**src/rtl/rom_stream_reader.sv**
```systemverilog
// Sweeps a ROM address range, tracks the fixed read latency, buffers words in a FIFO
// and streams them out over valid/ready. Optional checksum built when ROM_STREAM_CHECKSUM_EN is defined.
module rom_stream_reader #(
    parameter int unsigned DATA_WIDTH  = 8,
    parameter int unsigned ADDR_WIDTH  = 10,
    parameter int unsigned ROM_LATENCY = 2,
    parameter int unsigned FIFO_DEPTH  = 4
) (
    input  logic                  clk,
    input  logic                  rst,
    input  logic                  start,
    input  logic [ADDR_WIDTH-1:0] start_addr,
    input  logic [ADDR_WIDTH:0]   num_words,
    output logic                  busy,
    output logic                  done,
    output logic                  rom_cs,
    output logic [ADDR_WIDTH-1:0] rom_addr,
    input  logic [DATA_WIDTH-1:0] rom_dout,
    output logic                  out_valid,
    input  logic                  out_ready,
    output logic [DATA_WIDTH-1:0] out_data,
    output logic [15:0]           checksum
);

    localparam int unsigned PTR_W = (FIFO_DEPTH > 1) ? $clog2(FIFO_DEPTH) : 1;
    localparam int unsigned CNT_W = $clog2(FIFO_DEPTH + ROM_LATENCY + 2) + 1;
    localparam int unsigned NW_W  = ADDR_WIDTH + 1;

    typedef enum logic [1:0] {
        ST_IDLE  = 2'd0,
        ST_RUN   = 2'd1,
        ST_DRAIN = 2'd2,
        ST_DONE  = 2'd3
    } state_t;

    state_t                  state;
    logic [ADDR_WIDTH-1:0]   addr_q;
    logic [NW_W-1:0]         issue_left;
    logic [NW_W-1:0]         accept_left;
    logic [ROM_LATENCY-1:0]  tag_sr;
    logic [DATA_WIDTH-1:0]   fifo_mem [FIFO_DEPTH];
    logic [PTR_W-1:0]        wr_ptr;
    logic [PTR_W-1:0]        rd_ptr;
    logic [CNT_W-1:0]        fifo_count;

    logic                    push;
    logic                    pop;
    logic [CNT_W-1:0]        tag_count;
    logic [CNT_W-1:0]        outstanding_next;
    logic                    credit_ok;

    assign out_valid = (fifo_count != '0);
    assign out_data  = fifo_mem[rd_ptr];
    assign push      = tag_sr[ROM_LATENCY-1];
    assign pop       = out_valid && out_ready;

    // Words owed to the FIFO after this edge, counting this cycle's pop; a new issue needs a free slot.
    always_comb begin
        tag_count = '0;
        for (int i = 0; i < int'(ROM_LATENCY); i++) begin
            tag_count = tag_count + CNT_W'(tag_sr[i]);
        end
        outstanding_next = fifo_count + tag_count + CNT_W'(rom_cs) - CNT_W'(pop);
        credit_ok        = (outstanding_next < CNT_W'(FIFO_DEPTH));
    end

    always_ff @(posedge clk) begin
        if (rst) begin
            state       <= ST_IDLE;
            busy        <= 1'b0;
            done        <= 1'b0;
            rom_cs      <= 1'b0;
            rom_addr    <= '0;
            addr_q      <= '0;
            issue_left  <= '0;
            accept_left <= '0;
            tag_sr      <= '0;
            wr_ptr      <= '0;
            rd_ptr      <= '0;
            fifo_count  <= '0;
            for (int i = 0; i < int'(FIFO_DEPTH); i++) begin
                fifo_mem[i] <= '0;
            end
        end else begin
            done   <= 1'b0;
            rom_cs <= 1'b0;

            // Latency tracking: a tag leaving the last stage marks rom_dout as valid now.
            for (int i = int'(ROM_LATENCY) - 1; i > 0; i--) begin
                tag_sr[i] <= tag_sr[i-1];
            end
            tag_sr[0] <= rom_cs;

            if (push) begin
                fifo_mem[wr_ptr] <= rom_dout;
                wr_ptr <= (wr_ptr == PTR_W'(FIFO_DEPTH - 1)) ? '0 : wr_ptr + PTR_W'(1);
            end
            if (pop) begin
                rd_ptr      <= (rd_ptr == PTR_W'(FIFO_DEPTH - 1)) ? '0 : rd_ptr + PTR_W'(1);
                accept_left <= accept_left - NW_W'(1);
            end
            case ({push, pop})
                2'b10:   fifo_count <= fifo_count + CNT_W'(1);
                2'b01:   fifo_count <= fifo_count - CNT_W'(1);
                default: fifo_count <= fifo_count;
            endcase

            case (state)
                ST_IDLE: begin
                    if (start) begin
                        busy <= 1'b1;
                        if (num_words == '0) begin
                            state <= ST_DONE;
                            done  <= 1'b1;
                        end else begin
                            rom_cs      <= 1'b1;
                            rom_addr    <= start_addr;
                            addr_q      <= start_addr + ADDR_WIDTH'(1);
                            issue_left  <= num_words - NW_W'(1);
                            accept_left <= num_words;
                            state       <= (num_words == NW_W'(1)) ? ST_DRAIN : ST_RUN;
                        end
                    end
                end
                ST_RUN: begin
                    if (credit_ok) begin
                        rom_cs     <= 1'b1;
                        rom_addr   <= addr_q;
                        addr_q     <= addr_q + ADDR_WIDTH'(1);
                        issue_left <= issue_left - NW_W'(1);
                        if (issue_left == NW_W'(1)) begin
                            state <= ST_DRAIN;
                        end
                    end
                end
                ST_DRAIN: begin
                    if (pop && (accept_left == NW_W'(1))) begin
                        state <= ST_DONE;
                        done  <= 1'b1;
                    end
                end
                ST_DONE: begin
                    state <= ST_IDLE;
                    busy  <= 1'b0;
                end
                default: begin
                    state <= ST_IDLE;
                    busy  <= 1'b0;
                end
            endcase
        end
    end

`ifdef ROM_STREAM_CHECKSUM_EN
    // Running sum of accepted words, cleared on an accepted start.
    always_ff @(posedge clk) begin
        if (rst) begin
            checksum <= '0;
        end else if ((state == ST_IDLE) && start) begin
            checksum <= '0;
        end else if (pop) begin
            checksum <= checksum + 16'(out_data);
        end
    end
`else
    assign checksum = 16'h0000;
`endif

endmodule

```
**config.mk**
```make
export PLATFORM = sky130hd
export DESIGN_NAME = rom_stream_reader
export DESIGN_NICKNAME = d
export VERILOG_FILES = /design/src/rtl/rom_stream_reader.sv
export SDC_FILE = /design/constraint.sdc
export NUM_CORES = 1
export LEC_CHECK = 0
export BUFFER_PORTS_ARGS = -buffer_cell sky130_fd_sc_hd__buf_2
export CELL_PAD_IN_SITES_DETAIL_PLACEMENT = 0
export CELL_PAD_IN_SITES_GLOBAL_PLACEMENT = 1
export CORE_MARGIN = 8
export CORE_UTILIZATION = 45
export CTS_BUF_LIST = sky130_fd_sc_hd__clkbuf_8
export DETAILED_ROUTE_END_ITERATION = 8
export PLACE_DENSITY_LB_ADDON = 0.2
export SYNTH_ARGS = -nofsm -noshare
export SYNTH_HDL_FRONTEND = slang
export SYNTH_SLANG_ARGS = --single-unit
```
**constraint.sdc**
```tcl
create_clock -name clk -period 5.86 [get_ports clk]
set_input_delay 0.293 -clock clk [delete_from_list [all_inputs] [get_ports clk]]
set_output_delay 0.293 -clock clk [all_outputs]
set_load 0.01 [all_outputs]
```
==> metrics, run 1 <==
status finished clean; critical path class reg2reg; Die H between 100 and 150 um; R2R cell count 16; WP data arrival 4.58 ns; vias in the first global route roughly 3900; Critical Path Start Type register; # diodes 0; Worst setup endpoint addr_q[7]$_SDFFE_PP0P_; cell count after placement 729; non-filler cells in the finished layout 745; met2 usage a little over a quarter; Post-synth EDFFs 32; Worst-path clk slew roughly 0.10 ns; Slew Viols, Final 0; skew final 0.02063 ns; grt met3 use 3.626%; Synth top area share 22.61%; first-pass GRT wire length a little under 20 mm; crit-path max FO 24; gr busiest metal met2; Reg2Reg Capture Point addr_q[7]$_SDFFE_PP0P_; critical path, cell by cell inv_1 -> ha_1 -> nor3b_1 -> inv_1 -> nand2_1 -> inv_1 -> ha_1 -> inv_1 -> fa_1 -> ha_1 -> a31oi_1 -> mux2i_1 -> o221ai_1 -> nand2_2 -> or4_1 -> a31oi_1; core footprint 11370 um2; hold_sp rom_dout[3]; pre-CTS setup slack 1.591 ns; max cap viols 0; Peak VDD IR 0.0001710 V; RePlAce Congestion just over 0.8; Synth warnings 0; endpoints failing setup 0; antenna viol nets, final 0; flops & latches, synth 91; final routed DRC violation total 0; Largest stage delay, worst path 0.59 ns; Tot GR Track Use between 15 and 20%; Crit path top cell by count inv_1; Post-DP HPWL 8.494 mm; die span in x 123.8 um; slew margin rel. 29.27%; site row count 39; IO Pins just over 70; post-layout net count 654; footprint of the multi-input gates ~2800 um2; achievable frequency between 0.2 and 0.25 GHz; largest net degree at the start of global routing 66; Die ar. approximately 15000 um2; drt pass-1 iters 4; Hold-fix buffers, CTS 0; Worst Hold Class in2reg; 1st-iter DRT viols between 200 and 300; Final period util 73.11%; Final Hold Viols 0; initial core utilization 45.96%; clk buf depth 2; largest cells by area after synthesis dfxtp_1, edfxtp_1, ha_1; worst path required time between 6 and 7 ns; Reg2Reg Setup Slack 1.58 ns; fill count 1083; CTS sink cnt 91; share of cells above drive strength 1 17.28%; Area Growth Syn to Fin 9.148%; detailed-route via count between 4000 and 5000; crit path launch fifo_count[2]$_SDFFE_PP0P_; Post-Route WL 12.16 mm; Synth area leader dfxtp_1; ys async rst share 0%; Top FF cell, synth dfxtp_1; post-route setup slack 1.576 ns; RSZ-0062 raised after global routing false; min Tclk post-route 4.284 ns; slowest cell on the critical path or4_1; power density cells 423.0 nW/um2; Reg-to-Reg Start fifo_count[2]$_SDFFE_PP0P_; root buf cell clkbuf_8; Sum Neg Setup Slack 0 ns; Mapped Area 5225 um2; post-CTS sizing 0; cell count after synthesis 554; post-synthesis sequential area ratio about 40%; Leak 2.227 nW; CTS tree done; register area 2142 um2; total CTS buffers 9; synth unique cells 71; Post-CTS Setup Inserts 0; Least-Margin Pin Slew 1.059 ns; endpoint type of the worst setup path register; H-tree levels 3; Clk Latency, worst-skew pair 0.37 ns; I/O Buffers 54; initial antenna violation count 0; GR Overflow Total 0; global-route track usage on met1 20.51%; mean post-synth cell area around 9.4 um2; Vias/cell 5.443; wire per inst 16.32 um
[registers in the layout (all words and copies together), names as in the netlist, named ones only]
register	count
state	2
tag_sr	2
accept_left	11
addr_q	10
rd_ptr	2
wr_ptr	2
fifo_mem	32
rom_addr	10
done	1
fifo_count	4
rom_cs	1
issue_left	11
busy	1
[through the flow]
step                      cell area, um2  util, %  total power, mW  hold slack (ns)
after floorplan                     5281        -            1.763           0.4220
after global placement              5528    48.62            1.999           0.4429
after detailed placement            5528    48.62            2.021           0.4506
after CTS                           5703    50.16            2.429           0.2147
after global routing                5703    50.16            2.605           0.2120
final                               5703    50.16            2.412           0.2279
[power by group]
part	switching (mW)	internal [mW]	total, mW
clock network	0.243	0.157	0.401
registers	0.145	0.793	0.938
logic	0.648	0.426	1.07
total	1.04	1.38	2.41
[critical path, delay by kind of cell, from the launching register on]
kind	cells	cell delay (ns)
simple gates	4	1.54
buf+inv	4	0.38
mux	1	0.14
compound gates	3	0.69
flops	1	0.34
fa+ha+maj	4	1.09
[layout make-up]
class / count / share of cell area [%]
well taps: 143 / 3.137
inverters: 24 / 1.580
repair buffers: 57 / 5.134
clock buffers: 9 / 2.172
flip-flops and latches: 91 / 37.56
clock inverters: 7 / 0.8995
multi-input cells: 414 / 49.52
[Yosys cell counts (3+ instances only)]
cell type / n
mux2i_1: 8
a211oi_1: 15
inv_1: 24
buf_4: 16
or3_1: 4
nor2b_1: 8
edfxtp_1: 32
nor3_1: 12
a22oi_1: 6
xor2_1: 10
nand3_1: 18
nor4_1: 3
or2_2: 3
mux4_2: 8
o211ai_1: 3
ha_1: 22
o21ai_0: 22
clkbuf_1: 11
nor2_1: 64
nand4_1: 3
nand4b_1: 3
a31oi_1: 7
nor3b_1: 5
nand2_1: 37
and2_1: 32
dfxtp_1: 59
nand2b_1: 3
nand3b_1: 3
xnor2_1: 12
or4_1: 3
mux2_2: 3
o22ai_1: 6
a21oi_1: 31
buf_2: 10
[cells in the final DEF, fill, tap and decap left out, types with 4 or more instances in the layout]
master    instances
a211oi_1         15
a21oi_1          31
a22oi_1           6
a31oi_1           7
and2_1           32
buf_2            54
clkbuf_8          9
conb_1           16
dfxtp_1          59
edfxtp_1         32
ha_1             21
inv_1            25
mux2i_1           8
mux4_2            8
nand2_1          37
nand3_1          18
nor2_1           63
nor2b_1           8
nor3_1           12
nor3b_1           5
o21ai_0          22
o22ai_1           6
or3_1             4
xnor2_1          12
xor2_1           10
[kinds of logic after synthesis]
family	after synthesis	synth area share [%]
and+or+nand+nor	217	22.37
xor gates and xnor gates	23	3.999
AOI/OAI and AO/OA	114	14.56
other	1	0.07177
muxes	20	5.843
adders and majority gates	24	6.034
DFF	91	41.00
buffers and inverters	64	6.131
[metal layers]
| metal | vias up | routed length [um] |
|---|---|---|
| met4 | 0 | 131 |
| met5 | - | 0 |
| li1 | 2042 | - |
| met3 | 12 | 437 |
| met1 | 1934 | 5654 |
| met2 | 67 | 5934 |
[how the worst min path moves through the flow]
stage                                   end  slack (ns)  cells past startpoint
2_1_floorplan          tag_sr[1]$_SDFF_PP0_        0.42                      2
3_3_place_gp         addr_q[9]$_SDFFE_PP0P_        0.44                      2
3_5_place_dp         addr_q[9]$_SDFFE_PP0P_        0.45                      2
4_1_cts        fifo_mem[1][4]$_SDFFCE_PN0P_        0.21                      2
5_1_grt        fifo_mem[0][4]$_SDFFCE_PN0P_        0.21                      2
6_report           fifo_mem[3][3]$_DFFE_PP_        0.23                      2
No activity file was read; power rests on OpenSTA's default activity.
==> run 2, diff against run 1 <==
ABC_AREA = 1   (was unset)
CORE_UTILIZATION = 39   (was 45)
clock period = 3.9 ns   (was 5.86 ns; I/O delays follow)
==> metrics, run 2 <==
status finished clean; biggest regs fifo_mem (32), accept_left (11), issue_left (11); wire per inst 13.52 um (-17%); total CTS buffers 9 (unchanged); power density cells 719.6 nW/um2 (+70%); crit-path max FO 16 (-33%); # diodes 0 (unchanged); post-synthesis sequential area ratio 40.70% (-0.29 points); fill count 1411 (+30%); post-route setup slack 0.6356 ns (-0.9403 ns); clk buf depth 2 (unchanged); cell count after placement 942 (+29%); Final Hold Viols 0 (unchanged); first-pass GRT wire length 21.63 mm (+8.9%); flops & latches, synth 91 (unchanged); Critical Path Start Type register; GR Overflow Total 0 (unchanged); endpoints failing setup 0 (unchanged); routed metal-1 wire length 6.375 mm (+13%); site row count 42 (+7.7%); detailed-route via count 4610 (+14%); drt pass-1 iters 4 (unchanged); Area Growth Syn to Fin 10.79%; multiplexer area fraction after synthesis 0% (-5.8 points); Leak 2.718 nW (+22%); H-tree levels 3 (unchanged); xor/xnor share of the synthesized area 1.831% (-2.2 points); Slew Viols, Final 0 (unchanged); antenna viol nets, final 0 (unchanged); Post-synth EDFFs 32 (unchanged); core footprint 13190 um2 (+16%); Max Used Layer met4; Vias/cell 4.812 (-12%); Post-DP HPWL 9.636 mm (+13%); Synth area leader dfxtp_1; Synth warnings 0 (unchanged); Met2 Wirelength 5.909 mm (-0.42%); synth unique cells 39 (-45%); IO Pins 71 (unchanged); endpoint type of the worst setup path register; Reg2Reg Setup Slack 0.64 ns (-0.94 ns); metal3 WL 484 um (+11%); post-synthesis simple-gate area fraction 27.65% (+5.3 points); Post-CTS Setup Inserts 0 (unchanged); post-CTS sizing 0 (unchanged); Mapped Area 5263 um2 (+0.72%); CTS sink cnt 91 (unchanged); Synth top area share 22.44% (-0.16 points); RSZ-0062 raised after global routing false; Die ar. 17470 um2 (+14%); Clk Latency, worst-skew pair 0.37 ns (about the same); Synth Area in Adders 5.991% (-0.043 points); root buf cell clkbuf_8; Peak VDD IR 0.0003255 V (+90%); min Tclk post-route 3.264 ns (-1.020 ns); initial antenna violation count 0 (unchanged); Hold-fix buffers, CTS 0 (unchanged); post-layout net count 834 (+28%); max cap viols 0 (unchanged); largest cells by area after synthesis dfxtp_1, edfxtp_1, nand2_1; Pwr Total 4.196 mW (+74%); RePlAce Congestion 0.8214 (-0.74%); final core utilization 44.20% (-6.0 points); Sum Neg Setup Slack 0 ns (unchanged); I/O Buffers 54 (unchanged); Worst Hold Class in2reg; Die H 132.2 um (+6.8%); critical path class reg2reg; vias in the first global route 4523 (+15%); hold_sp num_words[7]; commonest non-fill, non-tap cell in the layout nand2_1; WP data arrival 3.56 ns (-1.02 ns); largest register by flop count fifo_mem; ys async rst share 0% (unchanged); Least-Margin Pin Slew 0.8291 ns (-0.2296 ns); most frequent cells in the layout nand2_1, nor2_1, inv_1, dfxtp_1, buf_2; pre-CTS setup slack 0.6735 ns (-0.9176 ns); 1st-iter DRT viols 324 (+14%); mean post-synth cell area 7.249 um2 (-23%); Reg-to-Reg Start fifo_count[2]$_SDFFE_PP0P_; share of cells above drive strength 1 13.81% (-3.5 points); count leader, synth nand2_1; max reg flops 32 (unchanged); largest net degree at the start of global routing 35 (-47%); skew final 0.007468 ns (-0.01316 ns); Top FF cell, synth dfxtp_1; Final period util 83.70% (+11 points); achievable frequency 0.3063 GHz (+31%); crit path launch fifo_count[2]$_SDFFE_PP0P_; slew margin rel. 44.73% (+15 points); CTS tree done; worst path required time 4.20 ns (-1.96 ns); Worst-path clk slew 0.10 ns (about the same); non-filler cells in the finished layout 958 (+29%); combinational family with the most area after synthesis simple AND/OR/NAND/NOR gates; Tot GR Track Use 14.93% (-1.3 points); Post-Route WL 12.95 mm (+6.5%); final routed DRC violation total 0 (unchanged); initial core utilization 39.90% (-6.1 points); Synth Area in Compound Gates 13.08% (-1.5 points); cell count after synthesis 726 (+31%); top cells by count, synth nand2_1, nor2_1, inv_1; die span in x 132.2 um (+6.8%)
[run 2: cell types whose count changed after synthesis, moves of 11 or more]
cell      change
and2_1       -32
a21oi_2      +11
a211oi_1     -14
nor2_1       +53
nand3_1      +19
o21ai_0      +31
nand2_1     +135
inv_1        +58
[run 2: kinds of logic (layout without fill, tap and decap cells)]
kind of cell	after synthesis	in the layout
AOI/OAI and AO/OA	122	122
xor gates and xnor gates	11	11
adders and majority gates	24	24
buffers and inverters	123	164
DFF	91	91
other	1	16
and+or+nand+nor	354	354
[run 2: power breakdown]
part | internal (mW) | switching (mW)
combinational | 0.746 | 1.38
clock | 0.308 | 0.375
sequential | 1.21 | 0.169
[run 2: metrics by stage]
stage	instance area (um2)	hold slack, ns
after floorplan	5319	0.3299
after global placement	5627	0.4363
after detailed placement	5627	0.4392
after CTS	5831	0.1121
after global routing	5831	0.1355
final	5831	0.1340
[run 2: final timing paths]
path / endpoint / depth (start not counted)
worst max-delay path: addr_q[3]$_SDFFE_PP0P_ / 19
worst min-delay path: accept_left[7]$_SDFF_PP0_ / 3
worst max register to register: addr_q[3]$_SDFFE_PP0P_ / 19
worst min register to register: tag_sr[1]$_SDFF_PP0_ / 2
[run 2: area by class of cell]
| class | instances | area [um2] | share of cell area, % |
|---|---|---|---|
| multi-input combinational | 527 | 2615 | 44.85 |
| sequential | 91 | 2142 | 36.74 |
| inverter | 87 | 326.6 | 5.601 |
| timing repair buffer | 61 | 322.8 | 5.536 |
| tap | 176 | 220.2 | 3.777 |
| clock buffer | 9 | 123.9 | 2.124 |
| clock inverter | 7 | 80.08 | 1.373 |
[run 2: worst max-delay path, stage by stage, from the launching register on]
cell and delay, ns:
dfxtp_1 0.33, inv_1 0.10, ha_1 0.21, a21oi_2 0.07, buf_4 0.17, ha_1 0.27, inv_1 0.05, fa_1 0.36
ha_1 0.28, nand3_1 0.08, nand2_1 0.07, nand2_1 0.04, nand2_1 0.07, nand2_1 0.07, nand2_1 0.09, nand2_1 0.11
nor2_2 0.29, buf_4 0.29, nand2_1 0.09, a21oi_2 0.14
[run 2: per-layer routing]
layer | track usage (%) | up-vias
met5 | 0 | -
met4 | 5.297 | 0
met3 | 3.239 | 11
met2 | 24.38 | 73
met1 | 18.96 | 2127
li1 | - | 2399
==> run 3, diff against run 2 <==
CORE_UTILIZATION = 43   (was 39)
clock period = 3.2 ns   (was 3.9 ns; I/O delays follow)
==> metrics, run 3 (synthesis results as in run 2) <==
min Tclk post-route 2.880 ns (-0.3848 ns); total CTS buffers 9 (unchanged); biggest regs fifo_mem (32), accept_left (11), issue_left (11); Finished Cell Area 5832 um2 (about the same); root buf cell clkbuf_8; slew margin rel. 46.86% (+2.1 points); post-layout net count 834 (unchanged); most frequent cells in the layout nand2_1, nor2_1, inv_1, dfxtp_1, buf_2; Crit path top cell by count nand2_1; Power Internal 2.856 mW (+26%); H-tree levels 3 (unchanged); crit-path max FO 23 (+7); status finished clean; I/O Buffers 54 (unchanged); max reg flops 32 (unchanged); max cap viols 0 (unchanged); Critical Path Start Type register; hold slack 0.07186 ns (-0.06213 ns); WP buf/inv 3 (-1); wire per inst 13.56 um (+0.31%); Least-Margin Pin Slew 0.7971 ns (-0.03199 ns); Vias/cell 4.868 (+1.2%); drt pass-1 iters 4 (unchanged); placed inst area 5603 um2 (-0.42%); critical path class reg2reg; vias in the first global route 4453 (-1.5%); Net Sw Frac 44.85% (-1.1 points); Clock power frac 17.7% (+1.4 points); CTS tree done; worst path required time 3.44 ns (-0.76 ns); largest register by flop count fifo_mem; detailed-route via count 4522 (-1.9%); gr busiest metal met2; Gate power share 49.7% (-1.1 points); endpoints failing setup 0 (unchanged); RePlAce Congestion 0.8097 (-1.4%); CTS sink cnt 91 (unchanged); Leak 2.733 nW (+0.52%); pre-CTS setup slack 0.3255 ns (-0.3480 ns); final routed DRC violation total 0 (unchanged); WP data arrival 3.12 ns (-0.44 ns); site row count 40 (-4.8%); endpoint type of the worst setup path register; met2 usage 27.14% (+2.8 points); IO Pins 71 (unchanged); share of power burned in registers 32.6% (-0.3 points); Slew Viols, Final 0 (unchanged); slowest cell on the critical path fa_1; # diodes 0 (unchanged); Pwr Total 5.180 mW (+23%); share of cells above drive strength 1 13.94% (+0.13 points); fill count 1253 (-11%); Final period util 89.99% (+6.3 points); Worst Hold Class in2reg; die span in x 126.6 um (-4.2%); final core utilization 48.76% (+4.6 points); Tot GR Track Use 16.24% (+1.3 points); global-route track usage on met1 20.63% (+1.7 points); Post-Route WL 12.60 mm (-2.7%); achievable frequency 0.3473 GHz (+13%); Post-CTS Setup Inserts 0 (unchanged); GR Overflow Total 0 (unchanged); post-CTS sizing 0 (unchanged); Die H 126.6 um (-4.2%); Area Growth Syn to Fin 10.82% (about the same); cell count after placement 913 (-3.1%); skew final 0.007825 ns (+0.0003573 ns); Hold-fix buffers, CTS 0 (unchanged); first-pass GRT wire length 21.27 mm (-1.7%); 1st-iter DRT viols 267 (-18%); Worst-path clk slew 0.10 ns (about the same); post-route setup slack 0.3204 ns (-0.3152 ns); Net Sw Power 2.323 mW (+20%); core footprint 11960 um2 (-9.3%); clk buf depth 2 (unchanged); initial antenna violation count 0 (unchanged); initial core utilization 44.00% (+4.1 points); Die ar. 16030 um2 (-8.2%); cell family with most CP delay adder cells; Peak VDD IR 0.0003615 V (+11%); non-filler cells in the finished layout 929 (-3.0%); largest net degree at the start of global routing 40 (+14%); Final Hold Viols 0 (unchanged); critical path, cell by cell inv_1 -> ha_1 -> a21oi_2 -> ha_1 -> inv_1 -> fa_1 -> ha_1 -> nand3_1 -> nand2_1 -> nand2_1 -> nand2_1 -> nand2_1 -> nand2_1 -> nand2_1 -> nor2_2 -> buf_4 -> nand2_1 -> nand2_1 -> nor2_1; power density cells 888.2 nW/um2 (+23%); Clk Latency, worst-skew pair 0.38 ns (about the same); RSZ-0062 raised after global routing false; Largest stage delay, worst path 0.35 ns (about the same); commonest non-fill, non-tap cell in the layout nand2_1; Sum Neg Setup Slack 0 ns (unchanged); grt met3 use 2.681% (-0.56 points); Post-DP HPWL 9.266 mm (-3.8%); antenna viol nets, final 0 (unchanged)
run 3: power by group through the flow:
stage,registers [mW],clock network (mW),logic [mW]
detailed placement,1.71,0,2.59
global route,1.73,0.972,3.01
floorplan,1.68,0,2.00
global placement,1.70,0,2.56
CTS,1.69,0.938,2.61
finish,1.69,0.917,2.58
run 3: worst reg2reg max path, cell delays in order (launching register included):
cell and delay (ns):
dfxtp_1 0.33, inv_1 0.10, ha_1 0.20, a21oi_2 0.08, ha_1 0.27, inv_1 0.05, fa_1 0.35, ha_1 0.28
nand3_1 0.08, nand2_1 0.06, nand2_1 0.05, nand2_1 0.08, nand2_1 0.08, nand2_1 0.09, nand2_1 0.12, nor2_2 0.10
buf_4 0.26, nand2_1 0.10, nand2_1 0.06, nor2_1 0.03
run 3: metal layers:
layer / routed length (um) / share of wire, % / vias to the layer above
met2: 5876 / 47 / 69
met4: 194 / 1.5 / 0
li1: - / - / 2400
met5: 0 / 0 / -
met3: 453 / 3.6 / 14
met1: 6073 / 48 / 2039
run 3: final timing paths:
| kind | from | to | slack, ns | cells past startpoint |
|---|---|---|---|---|
| max reg2reg | fifo_count[2]$_SDFFE_PP0P_ | issue_left[6]$_SDFFE_PP0P_ | 0.32 | 19 |
| min | num_words[7] | accept_left[7]$_SDFF_PP0_ | 0.07 | 3 |
| min reg2reg | tag_sr[0]$_SDFF_PP0_ | tag_sr[1]$_SDFF_PP0_ | 0.45 | 2 |
| max | fifo_count[2]$_SDFFE_PP0P_ | issue_left[6]$_SDFFE_PP0P_ | 0.32 | 19 |
run 3: cell type report:
cell class,instances,area (um2),share of cell area [%]
clock inverter,7,105.1,1.802
tap,147,183.9,3.154
multi-input combinational,527,2615,44.84
sequential,91,2142,36.73
inverter,87,326.6,5.600
timing repair buffer,61,335.3,5.750
clock buffer,9,123.9,2.124
